## src/rtl/qam_mapper.sv

```systemverilog
// Serial-bit to BPSK/QPSK/16QAM constellation mapper with handshakes.
// Define QAM16_GRAY_EN for Gray-coded 16QAM axes (natural order otherwise).
module qam_mapper #(
   parameter int OUT_W  = 16,
   parameter int FRAC_W = 7
) (
   input  logic                    clk,
   input  logic                    rst,
   input  logic [1:0]              mode,
   input  logic                    in_valid,
   input  logic                    in_bit,
   output logic                    in_ready,
   output logic                    out_valid,
   input  logic                    out_ready,
   output logic signed [OUT_W-1:0] out_i,
   output logic signed [OUT_W-1:0] out_q
);

   // Rounded sqrt(num/den): largest n with (n-1/2)^2 <= num/den.
   function automatic int rnd_sqrt(input longint num, input longint den);
      longint n;
      n = 0;
      while (den * (4 * (n + 1) * (n + 1) - 4 * (n + 1) + 1) <= 4 * num)
         n = n + 1;
      return int'(n);
   endfunction

   localparam longint P2 = longint'(1) << (2 * FRAC_W);

   localparam logic signed [OUT_W-1:0] A1 = OUT_W'(1 << FRAC_W);
   localparam logic signed [OUT_W-1:0] AQ = OUT_W'(rnd_sqrt(P2, 2));
   localparam logic signed [OUT_W-1:0] L1 = OUT_W'(rnd_sqrt(P2, 10));
   localparam logic signed [OUT_W-1:0] L3 = OUT_W'(rnd_sqrt(9 * P2, 10));

   localparam logic [1:0] M_BPSK  = 2'd0;
   localparam logic [1:0] M_QPSK  = 2'd1;
   localparam logic [1:0] M_QAM16 = 2'd2;

   function automatic logic signed [OUT_W-1:0] lvl16(input logic [1:0] p);
      logic signed [OUT_W-1:0] v;
`ifdef QAM16_GRAY_EN
      case (p)
         2'b01:   v = L3;
         2'b00:   v = L1;
         2'b10:   v = -L1;
         default: v = -L3;
      endcase
`else
      case (p)
         2'b00:   v = L3;
         2'b01:   v = L1;
         2'b10:   v = -L1;
         default: v = -L3;
      endcase
`endif
      return v;
   endfunction

   logic [1:0] cnt;
   logic [2:0] sh;
   logic [1:0] mode_l;
   logic [1:0] eff;
   logic [1:0] kl;
   logic [3:0] bits;
   logic       last;
   logic       take_bit;
   logic       take_sym;
   logic signed [OUT_W-1:0] ni;
   logic signed [OUT_W-1:0] nq;

   // Mode is only honoured at the start of a symbol.
   assign eff  = (cnt == 2'd0) ? mode : mode_l;
   assign bits = {sh, in_bit};

   always_comb begin
      kl = 2'd1;
      ni = '0;
      nq = '0;
      unique case (1'b1)
         (eff == M_BPSK): begin
            kl = 2'd0;
            ni = in_bit ? -A1 : A1;
            nq = '0;
         end
         (eff == M_QAM16): begin
            kl = 2'd3;
            nq = lvl16(bits[3:2]);
            ni = lvl16(bits[1:0]);
         end
         default: begin
            kl = 2'd1;
            nq = bits[1] ? -AQ : AQ;
            ni = bits[0] ? -AQ : AQ;
         end
      endcase
   end

   assign last     = (cnt == kl);
   assign in_ready = !(last && out_valid && !out_ready);
   assign take_bit = in_valid && in_ready;
   assign take_sym = out_valid && out_ready;

   always_ff @(posedge clk) begin
      if (rst) begin
         cnt       <= '0;
         sh        <= '0;
         mode_l    <= M_QPSK;
         out_valid <= 1'b0;
         out_i     <= '0;
         out_q     <= '0;
      end else if (take_bit && last) begin
         cnt       <= '0;
         out_i     <= ni;
         out_q     <= nq;
         out_valid <= 1'b1;
      end else begin
         if (take_bit) begin
            cnt <= cnt + 2'd1;
            sh  <= {sh[1:0], in_bit};
            if (cnt == 2'd0)
               mode_l <= mode;
         end
         if (take_sym)
            out_valid <= 1'b0;
      end
   end

endmodule

```

## config.mk

```make
export PLATFORM = sky130hd
export DESIGN_NAME = qam_mapper
export DESIGN_NICKNAME = d
export VERILOG_FILES = /design/src/rtl/qam_mapper.sv
export SDC_FILE = /design/constraint.sdc
export NUM_CORES = 1
export LEC_CHECK = 0
export ABC_AREA = 1
export BUFFER_PORTS_ARGS = -buffer_cell sky130_fd_sc_hd__buf_2
export CAP_MARGIN = 20
export CORE_MARGIN = 4
export CORE_UTILIZATION = 40
export CTS_CLUSTER_DIAMETER = 40
export DETAILED_ROUTE_END_ITERATION = 16
export MAX_ROUTING_LAYER = met4
export PLACE_DENSITY = 0.73
export SLEW_MARGIN = 40
export SYNTH_ARGS = -nofsm -noshare
export SYNTH_HDL_FRONTEND = slang
export SYNTH_SLANG_ARGS = --single-unit
export TNS_END_PERCENT = 30
```

## constraint.sdc

```tcl
create_clock -name clk -period 2 [get_ports clk]
set_clock_uncertainty 0.1 [all_clocks]
set_input_delay 0.3 -clock clk [delete_from_list [all_inputs] [get_ports clk]]
set_output_delay 0.3 -clock clk [all_outputs]
set_load 0.01 [all_outputs]
```

# ---- Word-level counts from Yosys, hierarchy flattened
# Cells that the tools add are included.
dict set report classes {
  n_div 0
  shift 0
  reduce_logical 14
  multipliers 0
  n_lt_le_gt_ge 0
  n_mux 11
  addsub 1
  eq_ne 6
  bitwise_logic 1
}
# cell count
set ops {}
lappend ops {{case mux 16 bit (3 select lines)} 2}
lappend ops {{case mux 16 bit (2 select lines)} 2}
lappend ops {{two-way mux 16 bit} 3}
lappend ops {{zero test 2 bit} 4}
lappend ops {{== test 2 bit, second input constant} 3}
lappend ops {{logical AND 1 bit} 5}
lappend ops {{== test 2 x 1 -> 1 bit, second input constant} 2}
lappend ops {{case mux 2 bit (2 select lines)} 1}
lappend ops {{adder 2 x 1 -> 2 bit, second input constant} 1}
lappend ops {{== test 2 bit} 1}
lappend ops {{zero test 1 bit} 2}
lappend ops {{two-way mux 1 bit} 2}
lappend ops {{two-way mux 2 bit} 1}
lappend ops {{AND reduction 2 bit} 1}
lappend ops {{nonzero test 2 bit} 1}
lappend ops {{OR reduction 2 bit} 1}
lappend ops {{NOT 1 bit} 1}
dict set report word_totals {
  word_cells 39
  ram_bits 0
  in_bits 7
  output_inout_bits 34
  latchBits 0
  ff_bits 40
  rom_bits 0
  memories 0
}

# ---- Longest topological paths before layout
# Gate-level depths: netlist of run 1.
dict set report depth {
  ltp_word 12
  ltp_mapped 13
  depth_no_buf 13
}

# ---- Worst setup path after synthesis of run 1
# No wires, ideal clock.
dict set report synth_path {
  path_kind {flip-flop to flip-flop}
  from {register cnt[0]}
  to {register out_q[14]}
  required_ns 1.768
  stages_incl_launch_ff 14
  setup_ns 0.132
  period_less_slack_ns 1.834
  setup_slack_ns 0.166
  t_arrival_ns 1.602
  path_cell_list {dfxtp_1 > inv_1 > ha_1 > inv_2 > nand2_1 > nand2_4 > nand2_4 > nand2_2 > nand2_2 > nor2_8 > nand3_4 > buf_6 > nand2_1 > a21oi_1}
}
dict set report synth_via {
  elab_chain_len 10
  elab_cells_between_ends 12
  classes_between {eq/ne: 2; mux: 3; reduce/logical: 7}
}
# element line
set synth_lines {}
lappend synth_lines {{start: declaration} 59} ;# logic [1:0] cnt;
lappend synth_lines {{start signal: assignment} 118} ;# cnt <= cnt + 2'd1;
lappend synth_lines {{zero test 2 bit} 72} ;# assign eff = (cnt == 2'd0) ? mode : mode_l;
lappend synth_lines {{two-way mux 2 bit} -}
lappend synth_lines {{== test 2 bit / zero test 2 bit (equally long branches)} {85, 80}}
lappend synth_lines {{case mux 2 bit (2 select lines)} 79} ;# unique case (1'b1)
lappend synth_lines {{== test 2 bit} 98} ;# assign last = (cnt == kl);
lappend synth_lines {{logical AND 1 bit (2 in series)} 99} ;# assign in_ready = !(last && out_valid && !out_ready);
lappend synth_lines {{zero test 1 bit} 99}
lappend synth_lines {{logical AND 1 bit} 100} ;# assign take_bit = in_valid && in_ready;
lappend synth_lines {{logical AND 1 bit} 111} ;# end else if (take_bit && last) begin
lappend synth_lines {{end signal: assignment} 114} ;# out_q <= nq;
lappend synth_lines {{end: declaration} 16} ;# output logic signed [OUT_W-1:0] out_q
# Several ways; a longest one is shown, not always the timed one.
# A chain may end at the register's enable or synchronous reset.

# ---- Worst setup path in the final report of run 1
dict set report layout_path {
  from {register cnt[0]}
  to {output port in_ready}
}
dict set report layout_via {
  elab_chain_len 8
  elab_cells_between_ends 9
  classes_between {eq/ne: 2; mux: 2; reduce/logical: 5}
}
# element line
set layout_lines {}
lappend layout_lines {{zero test 2 bit} 72}
lappend layout_lines {{two-way mux 2 bit} -}
lappend layout_lines {{== test 2 bit / zero test 2 bit (equally long branches)} {85, 80}}
lappend layout_lines {{case mux 2 bit (2 select lines)} 79}
lappend layout_lines {{== test 2 bit *} 98}
lappend layout_lines {{logical AND 1 bit * (2 in series)} 99}
lappend layout_lines {{zero test 1 bit *} 99}
lappend layout_lines {{end: declaration} 12} ;# output logic in_ready,
# Mark *: on every way between the ends. The rest lies on a longest branch, timed or not.

==> results of run 1 <==
## per-stage QoR
step | utilization [%] | hold WS, ps | setup TNS (ps) | area (sq um) | setup WS [ps]
floorplan | - | 346 | 0 | 1420 | 166
global placement | 45.9 | 348 | 0 | 1560 | 87.2
detailed placement | 45.9 | 351 | 0 | 1560 | 45.2
CTS | 50.0 | 223 | -34.2 | 1690 | -34.2
global route | 52.4 | 254 | -687 | 1780 | -150
finish | 52.4 | 229 | -41.2 | 1780 | -41.2
## timing repair
item,4_1_cts,5_1_grt
gates resized for setup,12,9
endpoints found under the setup margin,1,18
cloned,0,1
setup buffers,10,3
pin swaps,8,5
## worst max-delay path by stage
stage	from	depth (start not counted)	end	slack (ps)
after floorplan	cnt[0]$_SDFFE_PP0N_	13	out_q[14]$_SDFFE_PP0P_	170
after global placement	cnt[0]$_SDFFE_PP0N_	13	out_q[14]$_SDFFE_PP0P_	90
after detailed placement	cnt[0]$_SDFFE_PP0N_	13	out_i[7]$_SDFFE_PP0P_	50
after CTS	cnt[1]$_SDFFE_PP0N_	11	in_ready	-30
after global routing	cnt[0]$_SDFFE_PP0N_	11	in_ready	-150
final	cnt[0]$_SDFFE_PP0N_	11	in_ready	-40
## state kept, by name, indices dropped and copies added (netlist names)
signal,flops
mode_l,2
cnt,2
out_i,8
out_valid,1
sh,3
out_q,7
## logic make-up (layout without fill, tap and decap cells)
group / after synthesis / count (layout) / share of synthesized area (%)
compound gates: 41 / 41 / 15.2
flops: 23 / 23 / 32.5
fa+ha+maj: 9 / 9 / 7.96
simple gates: 74 / 74 / 26.4
buf+inv: 46 / 85 / 17.9
## metal layers
metal / wire (um) / vias to the layer above
met1: 1460 / 574
met4: 53 / 0
met3: 178 / 7
li1: - / 699
met2: 1430 / 41
met5: 0 / -
## power groups by stage
stage	Clock (W)	Sequential (W)	Combinational, W
2_1_floorplan	0	0.000559	0.000331
3_3_place_gp	0	0.000548	0.000429
3_5_place_dp	0	0.000549	0.000433
4_1_cts	0.000225	0.000540	0.000495
5_1_grt	0.000244	0.000547	0.000624
6_report	0.000221	0.000539	0.000549
## placed cells by master (no fill, tap or decap), drive strengths merged, types with 9 or more instances in the layout
cell / netlist / final
buf: 21 / 59
nand2: 39 / 39
dfxtp: 23 / 23
o21ai: 22 / 22
inv: 20 / 20
a21oi: 18 / 18
nor2: 15 / 15
nand4: 14 / 14
ha: 9 / 9
## area by class of cell
class | count | area, sq um
Inverter | 21 | 81.3
Fill cell | 323 | 1610
Tap cell | 46 | 57.6
Multi-Input combinational cell | 124 | 758
Timing Repair Buffer | 60 | 390
Clock buffer | 4 | 26.3
Sequential cell | 23 | 463
## cell usage after synthesis
cell      count
nand2_1      33
dfxtp_1      23
o21ai_0      21
inv_1        19
a21oi_1      17
buf_4        17
nand4_1      14
nor2_1       14
ha_1          9
clkbuf_1      4
nand2_2       4
nand3_1       4
buf_6         2
nand2_4       2
a21oi_2       1
buf_1         1
buf_2         1
clkinv_1      1
inv_2         1
nand3_4       1
nor2_8        1
nor3_1        1
o211ai_1      1
o21ai_2       1
==> impl_results.md, run 1 <==
* Worst Hold Class: in -> reg
* Vias at 1,321
* PnR worst setup slack at -41.2 ps
* Final Cycle Share at 102%
* Syn nets at 209
* Dpl cells at 260
* Clock Tree Buf Depth at 2
* Largest net degree at the start of global routing at 20
* Startpoint types: register
* Buf/Inv on CP at 3
* Pwr/cell area at 737 mW/mm^2
* Reg-to-reg slack, setup at 90 ps
* Number of cells on the worst reg-to-reg path at 14
* WS Path Type: reg -> out
* CP top delay family: simple AND/OR/NAND/NOR gates
* R2R Path Start: cnt[0]$_SDFFE_PP0N_
* Via density at between 4 and 5
* CTS tree: done
* Post-CTS Hold Fix Bufs at 0
* CTS Buf Count at 3
* Final setup viols at 1
* Failing checks: setup timing
* Row count at 21
* Synth Instances at between 150 and 200
* Min-delay src: rst
* Vias in the first global route at 1,206
* Clk pin slew, worst setup/hold paths at ~130 ps
* Grt total ovfl at 0
* Final wirelength at 3.12 mm
* Critical-path top delay cell: dfxtp_2
* Sink Count at 23
* Leakage at 0.877 nW
* Final Non-Filler Cells at 278
* H-tree depth at 1
* Clock power frac at 16.9%
* Sequential area share after synthesis at between 30% and 40%
* Largest fanout on the critical path at 5
* Cell repeated most along the worst path: nand2_2
* Routed WL per cell at 11.2 um
* Routed Antenna Nets at 0
* Sw power at 0.000482 W
* FF+latch count, synth at 23
* Worst path max stage delay at between 300 and 400 ps
* Port Buf Inserts at 40
* Die height at approximately 67 um
* Core area at 0.00339 sq mm
* Top cell type's share of synthesized area at 32.5%
* Io pins at 41
* Tmin final at 2040 ps
* Starting density of the core at about two fifths
* Crit path DAT at 1640 ps
* Avg Inst Size Synth at roughly 7.3 sq um
* DRC marker count from the first detailed-route iteration at a little over 50
* Synth area leaders: dfxtp_1 (33%), buf_4 (9.0%), nand2_1 (8.8%)
* Post-synthesis cell type count at 24
* Logic gate share of total power at 42.0%
* Peak VDD IR at 0.278 mV
* R2r endpoint: sh[0]$_SDFFE_PP0P_
* Worst Setup End Kind: output pin
* Residual DRC at 0
* Final net count at 249
* WP data required at 1600 ps
* Layer with the highest usage: met2
* Syn Std Cell Area at approximately 0.0014 sq mm
* Area leader, netlist: dfxtp_1
* Initial antenna violation count at 0
* Share of post-route cells with drive strength above 1 at a little under two fifths
* Cells along the critical path: inv_2, ha_4, inv_4, nand2_2, nand2_4, nand2_2, nand2_2, nand2_2, nor2_8, nand2_4, buf_6
* GRT Total Usage at 15.4%
* Synth warnings at 0
* Net Sw Frac at 36.8%
* Power Total at about 0.0013 W
* Max Clock Freq at between 0.4 and 0.5 GHz
* Status: finished, violations left
* Clk Latency, worst-skew pair at 320 ps
* First-pass iteration count of the detailed router at 4
* Area Growth Syn to Fin at 25.6%
* Count of final max-slew check failures at 0
* Worst-margin pin slew at roughly 340 ps
* Endpoint, Worst Hold: out_valid$_SDFFE_PP0P_
* Sequential share of power at 41.2%
* Hold depth at 2
* Grt met2 use at 25.4%
* # diodes at 0
* RSZ-0062 raised after global routing: true
* Slew headroom at between 70% and 80%
* M3 GR Usage at 2.66%
* GP Congestion at 0.853
* Global-route wire length before repair at 5.26 mm
* Die X-Extent at 67.5 um
* Max-Cap Viols at 0
* DP HPWL at between 2 and 2.5 mm
* Die area at 0.00455 sq mm
* GR Layer Usage met1 at a little under a fifth
* Internal at around 0.00083 W
* Final hold viol count at 0
* Root Buffer: clkbuf_4
Power figures use the tool's default switching activity.
==> run 2, diff against run 1 <==
--- a/config.mk
+++ b/config.mk
@@ -6,14 +6,15 @@
 export NUM_CORES = 1
 export LEC_CHECK = 0
 export ABC_AREA = 1
-export BUFFER_PORTS_ARGS = -buffer_cell sky130_fd_sc_hd__buf_2
+export BUFFER_PORTS_ARGS = -buffer_cell sky130_fd_sc_hd__buf_4
 export CAP_MARGIN = 20
 export CORE_MARGIN = 4
-export CORE_UTILIZATION = 40
+export CORE_UTILIZATION = 51
 export CTS_CLUSTER_DIAMETER = 40
 export DETAILED_ROUTE_END_ITERATION = 16
+export GPL_TIMING_DRIVEN = 0
 export MAX_ROUTING_LAYER = met4
-export PLACE_DENSITY = 0.73
+export PLACE_DENSITY = 0.88
 export SLEW_MARGIN = 40
 export SYNTH_ARGS = -nofsm -noshare
 export SYNTH_HDL_FRONTEND = slang
==> run 2 against run 1 <==
The run still ends with setup timing left. Sequential cell count is the same. First-iteration DRC count is 2.0% lower. Count of clock-buffer cells in the layout decreased by 1. Wire length increased by 18%. Worst setup slack improved by 1.2 ps. Largest power group unchanged. Global-route usage rose by 5.0 points. Total power is 7.7% higher. Clock power increased by 2%. Final area up 11%. Largest cell class unchanged. Cell count stayed put. Maximum frequency barely moved.
==> impl_results.md, run 2 (synthesized netlist as in run 1, its figures left out) <==
* GRT Total Usage at 20.4%
* Area Growth Syn to Fin at 39.4%
* Leading registers by flop count: out_i: 8 flops, out_q: 7 flops, sh: 3 flops
* Final Instance Area at between 0.0015 and 0.002 sq mm
* Clk pin slew, worst setup/hold paths at around 140 ps
* Share of post-route cells with drive strength above 1 at 40.7%
* Final setup viols at 1
* Max reg flops at 8
* Clock power frac at 16.0%
* First-pass iteration count of the detailed router at 4
* Io pins at just over 40
* Internal at roughly 0.00087 W
* Slew headroom at between 60 and 70%
* Routed Antenna Nets at 0
* # diodes at 0
* Tmin final at 2040 ps
* DRC marker count from the first detailed-route iteration at 50
* GP Congestion at 0.963
* Logic gate share of total power at 45.4%
* Largest fanout on the critical path at 6
* Initial antenna violation count at 0
* Port Buf Inserts at 38
* Vias in the first global route at 1,336
* Sw power at between 0.0005 and 0.0006 W
* Cell repeated most along the worst path: nand2_4
* Residual DRC at 0
* Critical-path top delay cell: dfxtp_2
* WP data required at 1600 ps
* Setup TNS at -40.0 ps
* CTS Buf Count at 3
* Worst path max stage delay at 360 ps
* Worst Hold Class: in -> reg
* Sequential share of power at 38.5%
* Power Total at 0.00141 W
* Placed cell area at 0.00174 sq mm
* WS Path Type: reg -> out
* Final wirelength at 3.68 mm
* Vias at 1,488
* Most frequent cells in the layout: buf_4 (67), nand2_1 (25), o21ai_0 (21), dfxtp_1 (21)
* Root Buffer: clkbuf_4
* Max-Cap Viols at 0
* Largest net degree at the start of global routing at 14
* Failing checks: setup timing
* Net Sw Frac at 38.2%
* Sink Count at 23
* Die area at 0.00368 sq mm
* Clk Latency, worst-skew pair at 320 ps
* Max Clock Freq at 0.490 GHz
* Crit path DAT at 1640 ps
* Routed WL per cell at 13.2 um
* Worst-margin pin slew at between 400 and 500 ps
* Die X-Extent at 60.7 um
* Buf/Inv on CP at 3
* CTS tree: done
* Via density at 5.35
* Largest Register: out_i
* Worst Setup End Kind: output pin
* Die height at about 61 um
* Clock Tree Buf Depth at 2
* Starting density of the core at 55.1%
* Cells along the critical path: inv_2, ha_4, inv_6, nand2_4, nand2_8, nand2_4, nand2_4, nand2_4, nor2_8, nand2_4, buf_6
* Global-route wire length before repair at 5.66 mm
* H-tree depth at 1
* CP top delay family: simple AND/OR/NAND/NOR gates
* Final hold viol count at 0
* Startpoint types: register
* Pwr/cell area at 714 mW/mm^2
* Fillcell total at 167
* Final net count at 265
* Status: finished, violations left
* PnR worst setup slack at -40.0 ps
* Core Util, Final at 76.9%
* Core area at 0.00257 sq mm
* Most common cell after layout, fill and taps aside: buf_4
* Row count at 18
* DP HPWL at around 2.3 mm
* Final Cycle Share at 102%
* Count of final max-slew check failures at 0
* Grt total ovfl at 0
* RSZ-0062 raised after global routing: true
* Leakage at around 0.96 nW
* Peak VDD IR at about 0.56 mV
## run 2: cell types whose count changed in the layout (fill, tap and decap cells not counted), moves of 2 or more
cell | before | now
buf_2 | 39 | 1
nand2_2 | 6 | 4
nand2_4 | 6 | 9
clkbuf_1 | 1 | 4
buf_4 | 17 | 67
nand2_1 | 27 | 25
## run 2: final timing paths
| check | start | end | slack [ps] | depth (start not counted) |
|---|---|---|---|---|
| worst max register to register | cnt[1]$_SDFFE_PP0N_ | cnt[1]$_SDFFE_PP0N_ | 30 | 14 |
| worst min register to register | out_i[1]$_SDFFE_PP0P_ | out_i[1]$_SDFFE_PP0P_ | 370 | 2 |
| worst min-delay path | in_bit | sh[0]$_SDFFE_PP0P_ | 180 | 3 |
| worst max-delay path | cnt[1]$_SDFFE_PP0N_ | in_ready | -40 | 11 |
## run 2: metrics by stage
step,worst slack [ps],std cells,hold slack [ps]
floorplan,166,193,346
global placement,11.1,261,349
detailed placement,-30.9,261,353
CTS,-32.8,274,194
global route,-112,278,195
finish,-40.0,278,182
## run 2: final cells by class
cell class                      count  area [sq um]  share of cell area [%]
Buffer                             25           174                    8.81
Timing Repair Buffer               51           387                    19.6
Multi-Input combinational cell    124           801                    40.6
Clock buffer                        3          22.5                    1.14
Sequential cell                    23           463                    23.5
Clock inverter                      1          5.00                   0.254
Inverter                           21          83.8                    4.25
Tap cell                           30          37.5                    1.90
## run 2: power groups by stage
| stage | logic, W | registers, W | clock network [W] |
|---|---|---|---|
| after detailed placement | 0.000494 | 0.000551 | 0 |
| after global placement | 0.000484 | 0.000550 | 0 |
| after floorplan | 0.000331 | 0.000559 | 0 |
| final | 0.000640 | 0.000543 | 0.000226 |
| after CTS | 0.000560 | 0.000541 | 0.000224 |
| after global routing | 0.000698 | 0.000551 | 0.000250 |
## run 2: tightest hold or removal path, cell delays in order
cell and delay (ps):
buf_4 110, o21ai_0 80, nor2_1 70
## run 2: layer usage
metal / share of wire, % / wire (um) / GRT usage (%)
met1: 39 / 1440 / 24.5
met2: 48 / 1780 / 35.7
met3: 8.0 / 293 / 2.55
met4: 4.4 / 163 / 5.57
met5: 0 / 0 / -
## run 2: timing repair
action                                 4_1_cts  5_1_grt
setup buffers                                9        4
setup endpoints to repair                   11       17
hold buffers                                 0        0
endpoints found under the hold margin        0        0
pin swaps                                    9        8
gates resized for setup                     16       13
==> run 3, diff against run 2 <==
--- a/config.mk
+++ b/config.mk
@@ -12,9 +12,8 @@
 export CORE_UTILIZATION = 51
 export CTS_CLUSTER_DIAMETER = 40
 export DETAILED_ROUTE_END_ITERATION = 16
-export GPL_TIMING_DRIVEN = 0
 export MAX_ROUTING_LAYER = met4
-export PLACE_DENSITY = 0.88
+export PLACE_DENSITY = 0.91
 export SLEW_MARGIN = 40
 export SYNTH_ARGS = -nofsm -noshare
 export SYNTH_HDL_FRONTEND = slang
==> run 3 against run 2 <==
Sequential cell count unchanged. Wire length decreased by 0.49%. The flow still finishes with violations (setup timing). Final area decreased by 5.8%. Largest cell class unchanged. Worst hold slack got worse by 32 ps. First-iteration DRC count decreased by 16%. Cell count decreased by 5.4%. Critical path depth decreased by 1. Via count decreased by 3.1%. Maximum frequency decreased by 3.6%. Worst setup slack got worse by 76 ps. Global-route usage decreased by 1.7 points. Critical endpoint unchanged. Clock power about the same.
==> impl_results.md, run 3 (synthesized netlist as in run 1, its figures left out) <==
* Status: finished, violations left
* Failing checks: setup timing
* Max reg flops at 8
* Routed metal-1 wirelength at roughly 1.4 mm
* Share of post-route cells with drive strength above 1 at between 30% and 40%
* Power Total at 0.00139 W
* Port Buf Inserts at 40
* Fillcell total at around 170
* Final setup viols at 2
* Max-Cap Viols at 0
* WS Path Type: reg -> out
* Routed wl met3 at 381 um
* R2R Path Start: cnt[1]$_SDFFE_PP0N_
* Grt total ovfl at 0
* Sink Count at 23
* Tmin final at approximately 2100 ps
* Final Cycle Share at 106%
* Routed WL per cell at 13.9 um
* Endpoint, Worst Hold: out_i[2]$_SDFFE_PP0P_
* Register area at 463 sq um
* Largest net degree at the start of global routing at 20
* Met2 wire length at roughly 1.8 mm
* RSZ-0062 raised after global routing: true
* DP HPWL at 2.25 mm
* Final hold viol count at 0
* Worst Setup End Kind: output pin
* Residual DRC at 0
* Largest fanout on the critical path at 5
* Largest Register: out_i
* Most frequent cells in the layout: buf_4 (58), nand2_1 (26), o21ai_0 (21), dfxtp_1 (21)
* Final Instance Area at 0.00186 sq mm
* Vias at 1,442
* GRT Total Usage at a little under a fifth
* Clk pin slew, worst setup/hold paths at 140 ps
* Slew headroom at between 70% and 80%
* Most common cell after layout, fill and taps aside: buf_4
* Initial antenna violation count at 0
* Clock Tree Buf Depth at 2
* Pre-CTS setup slack at 16.2 ps
* Die X-Extent at 60.7 um
* Row count at 18
* Placed cell area at 0.00162 sq mm
* Via density at 5.48
* Clk Latency, worst-skew pair at about 320 ps
* Die area at 0.00368 sq mm
* Max Clock Freq at 0.473 GHz
* Count of final max-slew check failures at 0
* Pwr/cell area at 745 mW/mm^2
* Leading registers by flop count: out_i: 8 flops, out_q: 7 flops, sh: 3 flops
* Global-route wire length before repair at a little over 5 mm
* R2r endpoint: out_i[14]$_SDFFE_PP0P_
* Worst-margin pin slew at 307 ps
* Core area at ~0.0026 sq mm
* Die height at 60.7 um
* GP Congestion at 0.893
* Vias in the first global route at 1,197
* Leakage at 0.899 nW
* Area Growth Syn to Fin at 31.3%
* WP data required at 1600 ps
* DRC marker count from the first detailed-route iteration at between 40 and 50
* Min-delay src: rst
* Final net count at 250
* Final wirelength at 3.66 mm
* Max layer used: met4
* Root Buffer: clkbuf_4
* Reg-to-reg slack, setup at -20 ps
* CTS Buf Count at 3
* Routed Antenna Nets at 0
* Starting density of the core at 55.1%
* Area of the multi-input gates at 774 sq um
* Crit path DAT at around 1700 ps
* Io pins at slightly above 40
* # diodes at 0
* Startpoint types: register
* PnR worst setup slack at -116 ps
* Hold depth at 2
* First-pass iteration count of the detailed router at 4
* Number of cells on the worst reg-to-reg path at 11
* Peak VDD IR at 0.588 mV
* H-tree depth at 1
* CTS tree: done
* Worst Hold Class: in -> reg
run 3: layout make-up:
cell class | count | area share, %
tap | 30 | 2.02
clock buffer | 3 | 1.21
sequential | 23 | 24.9
timing repair buffer | 61 | 25.3
inverter | 21 | 4.65
clock inverter | 1 | 0.269
multi-input combinational | 124 | 41.7
run 3: power breakdown:
| group | switching (W) | internal, W |
|---|---|---|
| sequential | 0.0000416 | 0.000505 |
| clock | 0.000150 | 0.0000750 |
| combinational | 0.000338 | 0.000275 |
run 3: worst max-delay path by stage:
stage                   startpoint                endpoint  slack [ps]  depth (start not counted)
2_1_floorplan  cnt[0]$_SDFFE_PP0N_  out_q[14]$_SDFFE_PP0P_         170                         13
4_1_cts        cnt[1]$_SDFFE_PP0N_                in_ready         -40                         11
6_report       cnt[1]$_SDFFE_PP0N_                in_ready        -120                         10
5_1_grt        cnt[0]$_SDFFE_PP0N_                in_ready        -160                         11
3_3_place_gp   cnt[1]$_SDFFE_PP0N_                in_ready         110                         11
3_5_place_dp   cnt[0]$_SDFFE_PP0N_   out_q[2]$_SDFFE_PP0P_          20                         12
run 3: through the flow:
step | instances | hold slack, ps | setup TNS (ps) | utilization, %
floorplan | 193 | 346 | 0 | -
global placement | 243 | 350 | 0 | 63.0
detailed placement | 243 | 358 | 0 | 63.0
CTS | 255 | 141 | -44.6 | 67.9
global route | 263 | 152 | -718 | 72.4
finish | 263 | 150 | -134 | 72.4
run 3: metal layers:
layer	vias up	track usage (%)
met1	648	21.9
li1	702	-
met3	6	4.26
met4	0	4.02
met2	86	32.5
met5	-	-
run 3: worst max-delay path: stages (launching register included):
cell and delay [ps]:
dfxtp_2 360, inv_2 80, ha_4 170, nand2_1 100, nand2_4 120, nand2_4 70, nand2_4 70, nand2_4 70
nor2_8 140, nand2_4 60, buf_6 130
run 3: timing repair:
action	4_1_cts	5_1_grt
endpoints found under the setup margin	11	16
gates resized for setup	13	14
pin swaps	7	9
setup buffers	8	8
hold buffers	0	0
